===== config.mk =====
export PLATFORM = sky130hd
export DESIGN_NAME = analog_trigger_sequencer
export DESIGN_NICKNAME = d
export VERILOG_FILES = /design/src/rtl/trigger_pkg.sv /design/src/rtl/trigger_peak_hold.sv /design/src/rtl/analog_trigger_sequencer.sv
export SDC_FILE = /design/constraint.sdc
export NUM_CORES = 1
export LEC_CHECK = 0
export ABC_AREA = 1
export BUFFER_PORTS_ARGS = -buffer_cell sky130_fd_sc_hd__buf_4
export CAP_MARGIN = 20
export CELL_PAD_IN_SITES_DETAIL_PLACEMENT = 1
export CELL_PAD_IN_SITES_GLOBAL_PLACEMENT = 2
export CORE_MARGIN = 2
export CORE_UTILIZATION = 30
export CTS_CLUSTER_SIZE = 16
export DETAILED_ROUTE_END_ITERATION = 8
export PLACE_DENSITY_LB_ADDON = 0.1
export RECOVER_POWER = 50
export SLEW_MARGIN = 40
export SYNTH_ARGS = -nofsm -noshare
export SYNTH_HDL_FRONTEND = slang
export SYNTH_SLANG_ARGS = --single-unit

===== constraint.sdc =====
create_clock -name clk -period 2 [get_ports clk]
set_clock_uncertainty 0.05 [all_clocks]
set_input_delay 0.3 -clock clk [delete_from_list [all_inputs] [get_ports clk]]
set_output_delay 0.3 -clock clk [all_outputs]
set_load 0.02 [all_outputs]

===== src/rtl/trigger_pkg.sv =====
// Shared definitions for the analog trigger bar path: sample width,
// default frame timing constants, sequencer states and the deadzone rule.
package trigger_pkg;

    localparam int TRIG_W = 8;
    localparam int Y_W    = 10;

    // Defaults shared with the trigger bar drawer
    localparam int V_VISIBLE_DEF      = 480;
    localparam int DEADZONE_DEF       = 8;
    localparam int HOLD_FRAMES_DEF    = 30;
    localparam int DECAY_STEP_DEF     = 4;
    localparam int TIMEOUT_FRAMES_DEF = 15;

    typedef enum logic [1:0] {
        IDLE   = 2'd0,
        COMMIT = 2'd1,
        PEAK   = 2'd2
    } seq_state_e;

    // Samples strictly below the threshold read as zero; others pass unchanged
    function automatic logic [TRIG_W-1:0] apply_deadzone(
        input logic [TRIG_W-1:0] raw,
        input logic [TRIG_W-1:0] threshold
    );
        return (raw < threshold) ? '0 : raw;
    endfunction

endpackage


===== src/rtl/trigger_peak_hold.sv =====
// Peak-hold marker for one trigger channel: a new peak is held for
// HOLD_FRAMES updates, then decays by DECAY_STEP per update down to disp.
module trigger_peak_hold
    import trigger_pkg::*;
#(
    parameter int HOLD_FRAMES = HOLD_FRAMES_DEF,
    parameter int DECAY_STEP  = DECAY_STEP_DEF
) (
    input  logic              clk,
    input  logic              rst_n,
    input  logic              upd_i,
    input  logic [TRIG_W-1:0] disp_i,
    output logic [TRIG_W-1:0] peak_o
);

    localparam int HOLD_W = $clog2(HOLD_FRAMES + 1);
    localparam int EXT_W  = TRIG_W + 1;
    localparam logic [HOLD_W-1:0] HOLD_LOAD = HOLD_W'(HOLD_FRAMES);
    localparam logic [EXT_W-1:0]  STEP_EXT  = EXT_W'(DECAY_STEP);

    logic [TRIG_W-1:0] peak_q, peak_d;
    logic [HOLD_W-1:0] hold_q, hold_d;
    logic [EXT_W-1:0]  dec_w;

    // Next peak/hold: capture a higher disp, else count down the hold, else decay
    always_comb begin
        peak_d = peak_q;
        hold_d = hold_q;
        // One extra bit so a decay below zero shows up as a set MSB, not a wrap
        dec_w  = {1'b0, peak_q} - STEP_EXT;
        if (upd_i) begin
            if (disp_i > peak_q) begin
                peak_d = disp_i;
                hold_d = HOLD_LOAD;
            end else if (hold_q != '0) begin
                hold_d = hold_q - HOLD_W'(1);
            end else if (dec_w[EXT_W-1] || (dec_w[TRIG_W-1:0] < disp_i)) begin
                peak_d = disp_i;
            end else begin
                peak_d = dec_w[TRIG_W-1:0];
            end
        end
    end

    // Peak and hold registers
    always_ff @(posedge clk or negedge rst_n) begin
        if (!rst_n) begin
            peak_q <= '0;
            hold_q <= '0;
        end else begin
            peak_q <= peak_d;
            hold_q <= hold_d;
        end
    end

    assign peak_o = peak_q;

endmodule


===== src/rtl/analog_trigger_sequencer.sv =====
// Frame-synchronous trigger bar controller: captures deadzoned samples into
// shadow registers, commits them to the display registers at the start of
// vertical blank, tracks data staleness and drives per-channel peak markers.
module analog_trigger_sequencer
    import trigger_pkg::*;
#(
    parameter int V_VISIBLE      = V_VISIBLE_DEF,
    parameter int DEADZONE       = DEADZONE_DEF,
    parameter int HOLD_FRAMES    = HOLD_FRAMES_DEF,
    parameter int DECAY_STEP     = DECAY_STEP_DEF,
    parameter int TIMEOUT_FRAMES = TIMEOUT_FRAMES_DEF
) (
    input  logic              clk,
    input  logic              rst_n,
    input  logic [Y_W-1:0]    y,
    input  logic              trig_valid,
    input  logic [TRIG_W-1:0] l_trigger_raw,
    input  logic [TRIG_W-1:0] r_trigger_raw,
    output logic [TRIG_W-1:0] l_trigger_disp,
    output logic [TRIG_W-1:0] r_trigger_disp,
    output logic [TRIG_W-1:0] l_peak,
    output logic [TRIG_W-1:0] r_peak,
    output logic              stale,
    output logic              frame_commit
);

    localparam int CNT_W = $clog2(TIMEOUT_FRAMES + 1);
    localparam logic [CNT_W-1:0]  TIMEOUT_CNT = CNT_W'(TIMEOUT_FRAMES);
    localparam logic [Y_W-1:0]    VBLANK_Y    = Y_W'(V_VISIBLE);
    localparam logic [TRIG_W-1:0] DZ_LEVEL    = TRIG_W'(DEADZONE);

    logic              vb_now;
    logic              vblank_rise;
    logic              prev_vb_q, prev_vb_d;
    logic [TRIG_W-1:0] shadow_l_q, shadow_l_d;
    logic [TRIG_W-1:0] shadow_r_q, shadow_r_d;
    logic [CNT_W-1:0]  stale_cnt_q, stale_cnt_d;
    seq_state_e        state_q, state_d;
    logic [TRIG_W-1:0] disp_l_q, disp_l_d;
    logic [TRIG_W-1:0] disp_r_q, disp_r_d;
    logic              stale_q, stale_d;
    logic              frame_commit_q, frame_commit_d;
    logic              peak_upd;

    assign vb_now      = (y >= VBLANK_Y);
    assign vblank_rise = vb_now && !prev_vb_q;

    // Capture path and stale counter; a valid sample always clears the count
    always_comb begin
        prev_vb_d   = vb_now;
        shadow_l_d  = shadow_l_q;
        shadow_r_d  = shadow_r_q;
        stale_cnt_d = stale_cnt_q;
        if (trig_valid) begin
            shadow_l_d  = apply_deadzone(l_trigger_raw, DZ_LEVEL);
            shadow_r_d  = apply_deadzone(r_trigger_raw, DZ_LEVEL);
            stale_cnt_d = '0;
        end else if (vblank_rise && (stale_cnt_q != TIMEOUT_CNT)) begin
            stale_cnt_d = stale_cnt_q + CNT_W'(1);
        end
    end

    // Sequencer next state: commit on the vblank edge, then update peaks
    always_comb begin
        state_d        = state_q;
        disp_l_d       = disp_l_q;
        disp_r_d       = disp_r_q;
        stale_d        = stale_q;
        frame_commit_d = 1'b0;
        case (state_q)
            IDLE: begin
                if (vblank_rise) begin
                    state_d        = COMMIT;
                    frame_commit_d = 1'b1;
                end
            end
            COMMIT: begin
                state_d = PEAK;
                if (stale_cnt_q == TIMEOUT_CNT) begin
                    disp_l_d = '0;
                    disp_r_d = '0;
                    stale_d  = 1'b1;
                end else begin
                    disp_l_d = shadow_l_q;
                    disp_r_d = shadow_r_q;
                    stale_d  = 1'b0;
                end
            end
            PEAK: begin
                state_d = IDLE;
            end
            default: begin
                state_d = IDLE;
            end
        endcase
    end

    // State and datapath registers; prev_vb resets high so a release in vblank is quiet
    always_ff @(posedge clk or negedge rst_n) begin
        if (!rst_n) begin
            prev_vb_q      <= 1'b1;
            shadow_l_q     <= '0;
            shadow_r_q     <= '0;
            stale_cnt_q    <= TIMEOUT_CNT;
            state_q        <= IDLE;
            disp_l_q       <= '0;
            disp_r_q       <= '0;
            stale_q        <= 1'b1;
            frame_commit_q <= 1'b0;
        end else begin
            prev_vb_q      <= prev_vb_d;
            shadow_l_q     <= shadow_l_d;
            shadow_r_q     <= shadow_r_d;
            stale_cnt_q    <= stale_cnt_d;
            state_q        <= state_d;
            disp_l_q       <= disp_l_d;
            disp_r_q       <= disp_r_d;
            stale_q        <= stale_d;
            frame_commit_q <= frame_commit_d;
        end
    end

    assign peak_upd = (state_q == PEAK);

    trigger_peak_hold #(
        .HOLD_FRAMES (HOLD_FRAMES),
        .DECAY_STEP  (DECAY_STEP)
    ) u_peak_l (
        .clk    (clk),
        .rst_n  (rst_n),
        .upd_i  (peak_upd),
        .disp_i (disp_l_q),
        .peak_o (l_peak)
    );

    trigger_peak_hold #(
        .HOLD_FRAMES (HOLD_FRAMES),
        .DECAY_STEP  (DECAY_STEP)
    ) u_peak_r (
        .clk    (clk),
        .rst_n  (rst_n),
        .upd_i  (peak_upd),
        .disp_i (disp_r_q),
        .peak_o (r_peak)
    );

    assign l_trigger_disp = disp_l_q;
    assign r_trigger_disp = disp_r_q;
    assign stale          = stale_q;
    assign frame_commit   = frame_commit_q;

endmodule


---- After elaboration in Yosys (flattened, before gate mapping) ----
Index checks and enable logic that the tools add are counted.
word-level totals
  input port bits ......................... 29
  word-level logic and storage cells ...... 68
  flip-flop bits (word level) ............. 67
  output and inout bits ................... 34
cells by class
  reductions and logical operators ........ 15
  add/subtract/negate cells ............... 5
  equal/unequal tests ..................... 7
  magnitude comparators ................... 7
  multiplexer cells ....................... 21
operators with widths
  kind                   number
  $mux W8                10
  $mux W5                4
  $sub A8 B3 Y9 const B  2
  $gt A8 B8 Y1           2
  $lt A8 B4 Y1 const B   2
  $lt A8 B8 Y1           2
  $ge A10 B9 Y1 const B  1
  $reduce_bool A5 Y1     2
  $sub A5 B1 Y5 const B  2
  $mux W4                2
  $reduce_and A2 Y1      4
  $reduce_bool A2 Y1     3
  $add A4 B1 Y4 const B  1
  $eq A4 B4 Y1 const B   1
  $ne A2 B1 Y1 const B   2
  $ne A4 B4 Y1 const B   1
  $pmux W2 S2            1
  $mux W1                3
  $eq A2 B1 Y1 const B   1
  $eq A2 B2 Y1 const B   1
  $logic_and A1 B1 Y1    2
  $logic_not A2 Y1       1
  $logic_or A1 B1 Y1     2
  $mux W2                1
  other kinds (2)        2

---- Logic depth before layout (Yosys ltp) ----
  word-level depth ........................ 6
  gate-level depth with buffers ........... 16
  mapped depth without buffers ............ 15

---- Cells and area by module ----
From an unflattened synthesis, not the netlist that was laid out.
unflattened totals
  cell total of the unflattened synthesis .. 508
  area, all modules ....................... 4146.5 µm²
modules (own cells, without submodules)
  module                         area each (µm²)  seq. area each (µm²)  cells each  times used
  analog_trigger_sequencer       1699.1           1033.5                174         1
  trigger_peak_hold at u_peak_l  1229.9           325.3                 167         1
  trigger_peak_hold at u_peak_r  1217.4           325.3                 167         1

---- Worst setup path before layout ----
OpenSTA, ideal clock, no wires.
  path kind ............................... register to register
  from .................................... register u_peak_r.peak_q[2], in the netlist u_peak_r.peak_o[2]
  to ...................................... register u_peak_r.peak_q[0], in the netlist u_peak_r.peak_o[0]
  buffers on the path ..................... 0
  setup slack ............................. -0.301 ns
  cell stages (with the launch flop) ...... 15
  data arrival time ....................... 2.134 ns
  period minus slack after synthesis ...... 2.301 ns
  library setup time ...................... 0.117 ns
  required time ........................... 1.833 ns
  cell sequence ........................... dfrtp_1 -> inv_1 -> ha_1 -> nand3_1 -> xor2_1 -> inv_1 -> ha_1 -> nand2_1 -> inv_1 -> a21oi_1 -> a21oi_4 -> nand2_4 -> nand2_2 -> nand2_1 -> nand2_1
on the way
  longest elaborated chain between the ends .. 6
  elaborated cells on any way between the ends .. 9
  classes of those cells .................. add/sub (1); order compare (2); eq/ne (1); mux (3); reduce/logical (2)
RTL lines
  element                 line                     RTL
  from (decl)             trigger_peak_hold.sv:21  logic [TRIG_W-1:0] peak_q, peak_d;
  from (signal assigned)  trigger_peak_hold.sv:51  peak_q <= peak_d;
  $sub A8 B3 Y9           trigger_peak_hold.sv:30  dec_w = {1'b0, peak_q} - STEP_EXT;
  $lt A8 B8 Y1            trigger_peak_hold.sv:37  end else if (dec_w[EXT_W-1] || (dec_w[TRIG_W-1:0] < disp_i)) begin
  $logic_or A1 B1 Y1      trigger_peak_hold.sv:37
  $mux W8                 trigger_peak_hold.sv:37
  $mux W8                 trigger_peak_hold.sv:35  end else if (hold_q != '0) begin
  $mux W8                 trigger_peak_hold.sv:32  if (disp_i > peak_q) begin
Several ways; a longest one is shown, not always the timed one. The select of a mux whose other input is x is not followed.
A chain may end at the register's enable or synchronous reset.

---- Worst setup path in the final report ----
  from .................................... register u_peak_r.peak_q[3], in the netlist u_peak_r.peak_o[3]
  to ...................................... register u_peak_r.peak_q[7], in the netlist u_peak_r.peak_o[7]
The elaborated chain is that of the path after synthesis.

==> impl_metrics.json <==
{
  "coreArea_um2": 13140,
  "cts.sinks": 67,
  "hpwl_um": 8473,
  "relSlewSlack": 0.3913,
  "syn_nets": 551,
  "syn_inst": 483,
  "finalHoldViolations": 0,
  "rows": 42,
  "required_ns": 2.22,
  "first_pass_iters": 6,
  "pin_count": 63,
  "p_per_area_nw_per_um2": 1873,
  "finalNetCount": 681,
  "globalplace.congestion": 0.7949,
  "min_from": "l_trigger_raw[5]",
  "p_leak_nw": 3.000,
  "start_kind": "flop",
  "ant_nets": 0,
  "gr-total-overflow": 0,
  "h-tree-depth": 3,
  "grt_usage": 0.1740,
  "timing.final.ws_setup_ns": -0.2454,
  "cts_tree": "yes",
  "netlist_area_um2": 3990,
  "n_fill_cell": 1522,
  "ys.flop_type": "dfrtp_1",
  "cpPeakStageDelay_ns": 0.42,
  "start_util": 0.3037,
  "fin_area_um2": 6188,
  "stdcell_count": 794,
  "yosysMostFrequentCell": "nand2_1",
  "dp.cells": 762,
  "rr_worst_depth": 16,
  "ys_ff_latch": 67,
  "synth-async-reset-ratio": 1.000,
  "violations": "negative setup slack",
  "ys_top_cells_by_count": "103 x nand2_1, 85 x inv_1, 61 x dfrtp_1",
  "crit_slowest_cell": "dfrtp_2",
  "whs_path_depth": 3,
  "cp.arrival_ns": 2.46,
  "rsz0062_at_grt": "yes",
  "synth-edff-count": 0,
  "path_cells": "inv_4 > nand3_4 > nor2_4 > nand2_2 > xor2_2 > inv_2 > ha_4 > nand2_4 > nor2_4 > nand2_2 > a21oi_4 > buf_12 > nand2_8 > nand2_4 > nand3_2 > nand2_1",
  "min_path_type": "primary input to flop",
  "area_delta_synth_final_pct": 55.10,
  "die_h_um": 119.3,
  "worstMarginPinSlew_ns": 0.9131,
  "grt_pass1_wl_um": 19520,
  "r2r_end": "u_peak_r.peak_o[7]",
  "postPlaceCellArea_um2": 5111,
  "antenna_cells": 0,
  "final.min_clock_period_ns": 2.245,
  "pre_cts_ws_ns": -0.3564,
  "max_freq_mhz": 445.4,
  "num_vias": 3613,
  "wirelength_um": 11860,
  "peakVddDrop_uv": 781.5,
  "crit_fanout": 7,
  "via_per_inst": 4.550,
  "synth.avg_cell_area_um2": 8.261,
  "finalSetupViolCount": 16,
  "r2r_setup_slack_ns": -0.25,
  "layout-drive-gt1-share": 0.4515,
  "slew_violations": 0,
  "antenna_found_initial": 0,
  "r2r_start": "u_peak_r.peak_o[3]",
  "path_class": "flop to flop",
  "io_buffer_count": 57,
  "synthTopCellsByArea": "dfrtp_1 38%, ha_1 12%, nand2_1 9.7%",
  "yosysTopAreaCell": "dfrtp_1",
  "cts_buffers": 9,
  "yosysWarnings": 0,
  "critPathCaptureType": "flop",
  "drc": 0,
  "synth_top_area_frac": 0.3826,
  "grt_pass1_vias": 3974,
  "die_area_um2": 14240,
  "fp.dieW_um": 119.3,
  "grt_max_degree": 42,
  "hold_slack_ns": 0.1372,
  "wl_per_cell_um": 14.93,
  "maxCapViolations": 0,
  "clockRootBuffer": "clkbuf_16",
  "yosysSeqAreaShare": 0.4221,
  "status": "finished, violations left",
  "clock_path_buffers": 2,
  "drtIter0Drc": 138,
  "hold_end": "shadow_l_q[5]",
  "clk_latency_ns": 0.33,
  "finalCritPeriodShare": 1.123,
  "setup_tns_ns": -3.403,
  "clkSlewWorstSetupHoldPaths_ns": 0.06,
  "ys_types": 34
}
-- worst max path at each step --
| stage | from | to | slack [ns] |
|---|---|---|---|
| 2_1_floorplan | u_peak_r.peak_o[2] | u_peak_r.peak_o[2] | -0.14 |
| 4_1_cts | u_peak_l.peak_o[2] | u_peak_l.peak_o[0] | -0.27 |
| 3_3_place_gp | u_peak_l.peak_o[2] | u_peak_l.peak_o[3] | -0.27 |
| 5_1_grt | u_peak_r.peak_o[3] | u_peak_r.peak_o[6] | -0.40 |
| 3_5_place_dp | u_peak_l.peak_o[3] | u_peak_l.peak_o[3] | -0.36 |
| 6_report | u_peak_r.peak_o[3] | u_peak_r.peak_o[7] | -0.25 |
-- critical path: cells and delay by family (launching register included) --
kind | cells | cell delay [ns]
AOI/OAI and AO/OA | 1 | 0.18
buffers and inverters | 3 | 0.32
xor gates and xnor gates | 1 | 0.17
DFF | 1 | 0.42
and+or+nand+nor | 10 | 0.77
adders and majority gates | 1 | 0.28
-- sequential cells by signal, indices dropped and copies added (netlist names) --
name,count
u_peak_l.hold_q,5
l_trigger_disp,8
u_peak_r.hold_q,5
frame_commit,1
stale_cnt_q,4
shadow_l_q,8
u_peak_r.peak_o,8
shadow_r_q,8
stale,1
u_peak_l.peak_o,8
state_q,2
r_trigger_disp,8
prev_vb_q,1
-- layout make-up --
cell class | instances | area (um^2) | area share
multi-input cells | 320 | 2601 | 0.4203
well taps | 176 | 220.2 | 0.03558
repair buffers | 124 | 983.4 | 0.1589
flip-flops and latches | 67 | 1697 | 0.2742
clock buffers | 10 | 239.0 | 0.03862
clock inverters | 6 | 88.84 | 0.01436
inverters | 91 | 359.1 | 0.05803
-- metrics by stage --
| step | total power (W) | utilization |
|---|---|---|
| 6_report | 0.01159 | 0.4710 |
| 3_3_place_gp | 0.006959 | 0.3890 |
| 5_1_grt | 0.01252 | 0.4710 |
| 2_1_floorplan | 0.005135 | - |
| 3_5_place_dp | 0.007122 | 0.3890 |
| 4_1_cts | 0.01039 | 0.4394 |
-- kinds of logic (layout without fill, tap and decap cells) --
logic type | Yosys count | in the layout | share of synthesized area
compound gates | 55 | 55 | 0.08404
fa+ha+maj | 39 | 39 | 0.1223
simple gates | 210 | 213 | 0.2465
buf+inv | 99 | 231 | 0.09658
flops | 67 | 67 | 0.4221
xor+xnor | 13 | 13 | 0.02854
-- report_power, final --
group | leakage (nW) | internal, W | total [W] | switching (W)
Sequential | 0.797 | 0.00172 | 0.00203 | 0.000311
Combinational | 2.05 | 0.00357 | 0.00781 | 0.00423
Clock | 0.155 | 0.00113 | 0.00175 | 0.000629
-- repair_timing --
item,in CTS,in global routing
gates cloned,3,0
endpoints found under the hold margin,26,0
hold buffers,1,0
buffers inserted,9,9
resized for setup,43,88
pin swaps,35,47
endpoints found under the setup margin,17,25
-- cells in the final DEF (no fill, tap or decap), types with 4 or more instances in the layout --
master | netlist | routed
o21ai_0 | 19 | 19
nand2_1 | 103 | 77
inv_2 | 5 | 15
dfrtp_2 | 0 | 10
nor2_2 | 2 | 4
a21o_1 | 4 | 4
a21oi_1 | 10 | 7
ha_4 | 0 | 13
nand3_1 | 54 | 33
nand3_4 | 0 | 5
inv_1 | 85 | 69
buf_4 | 0 | 109
nor3_1 | 5 | 5
nand3_2 | 3 | 19
o22ai_1 | 16 | 16
nand2_8 | 0 | 4
xor2_1 | 10 | 4
nor2_1 | 21 | 11
ha_1 | 39 | 26
inv_4 | 1 | 7
dfrtp_1 | 61 | 51
nand2_4 | 2 | 13
dfstp_2 | 6 | 6
buf_6 | 1 | 4
clkbuf_16 | 0 | 9
nand2_2 | 7 | 21
nor2_4 | 1 | 9
nand4_1 | 4 | 4
-- routing by layer --
metal / vias up / part of all wire / GRT usage
li1: 1808 / - / -
met1: 1751 / 0.45 / 0.2195
met2: 44 / 0.50 / 0.3017
met3: 10 / 0.028 / 0.03161
met4: 0 / 0.014 / 0.05515
met5: - / 0 / 0
No activity file was read; power rests on OpenSTA's default activity.
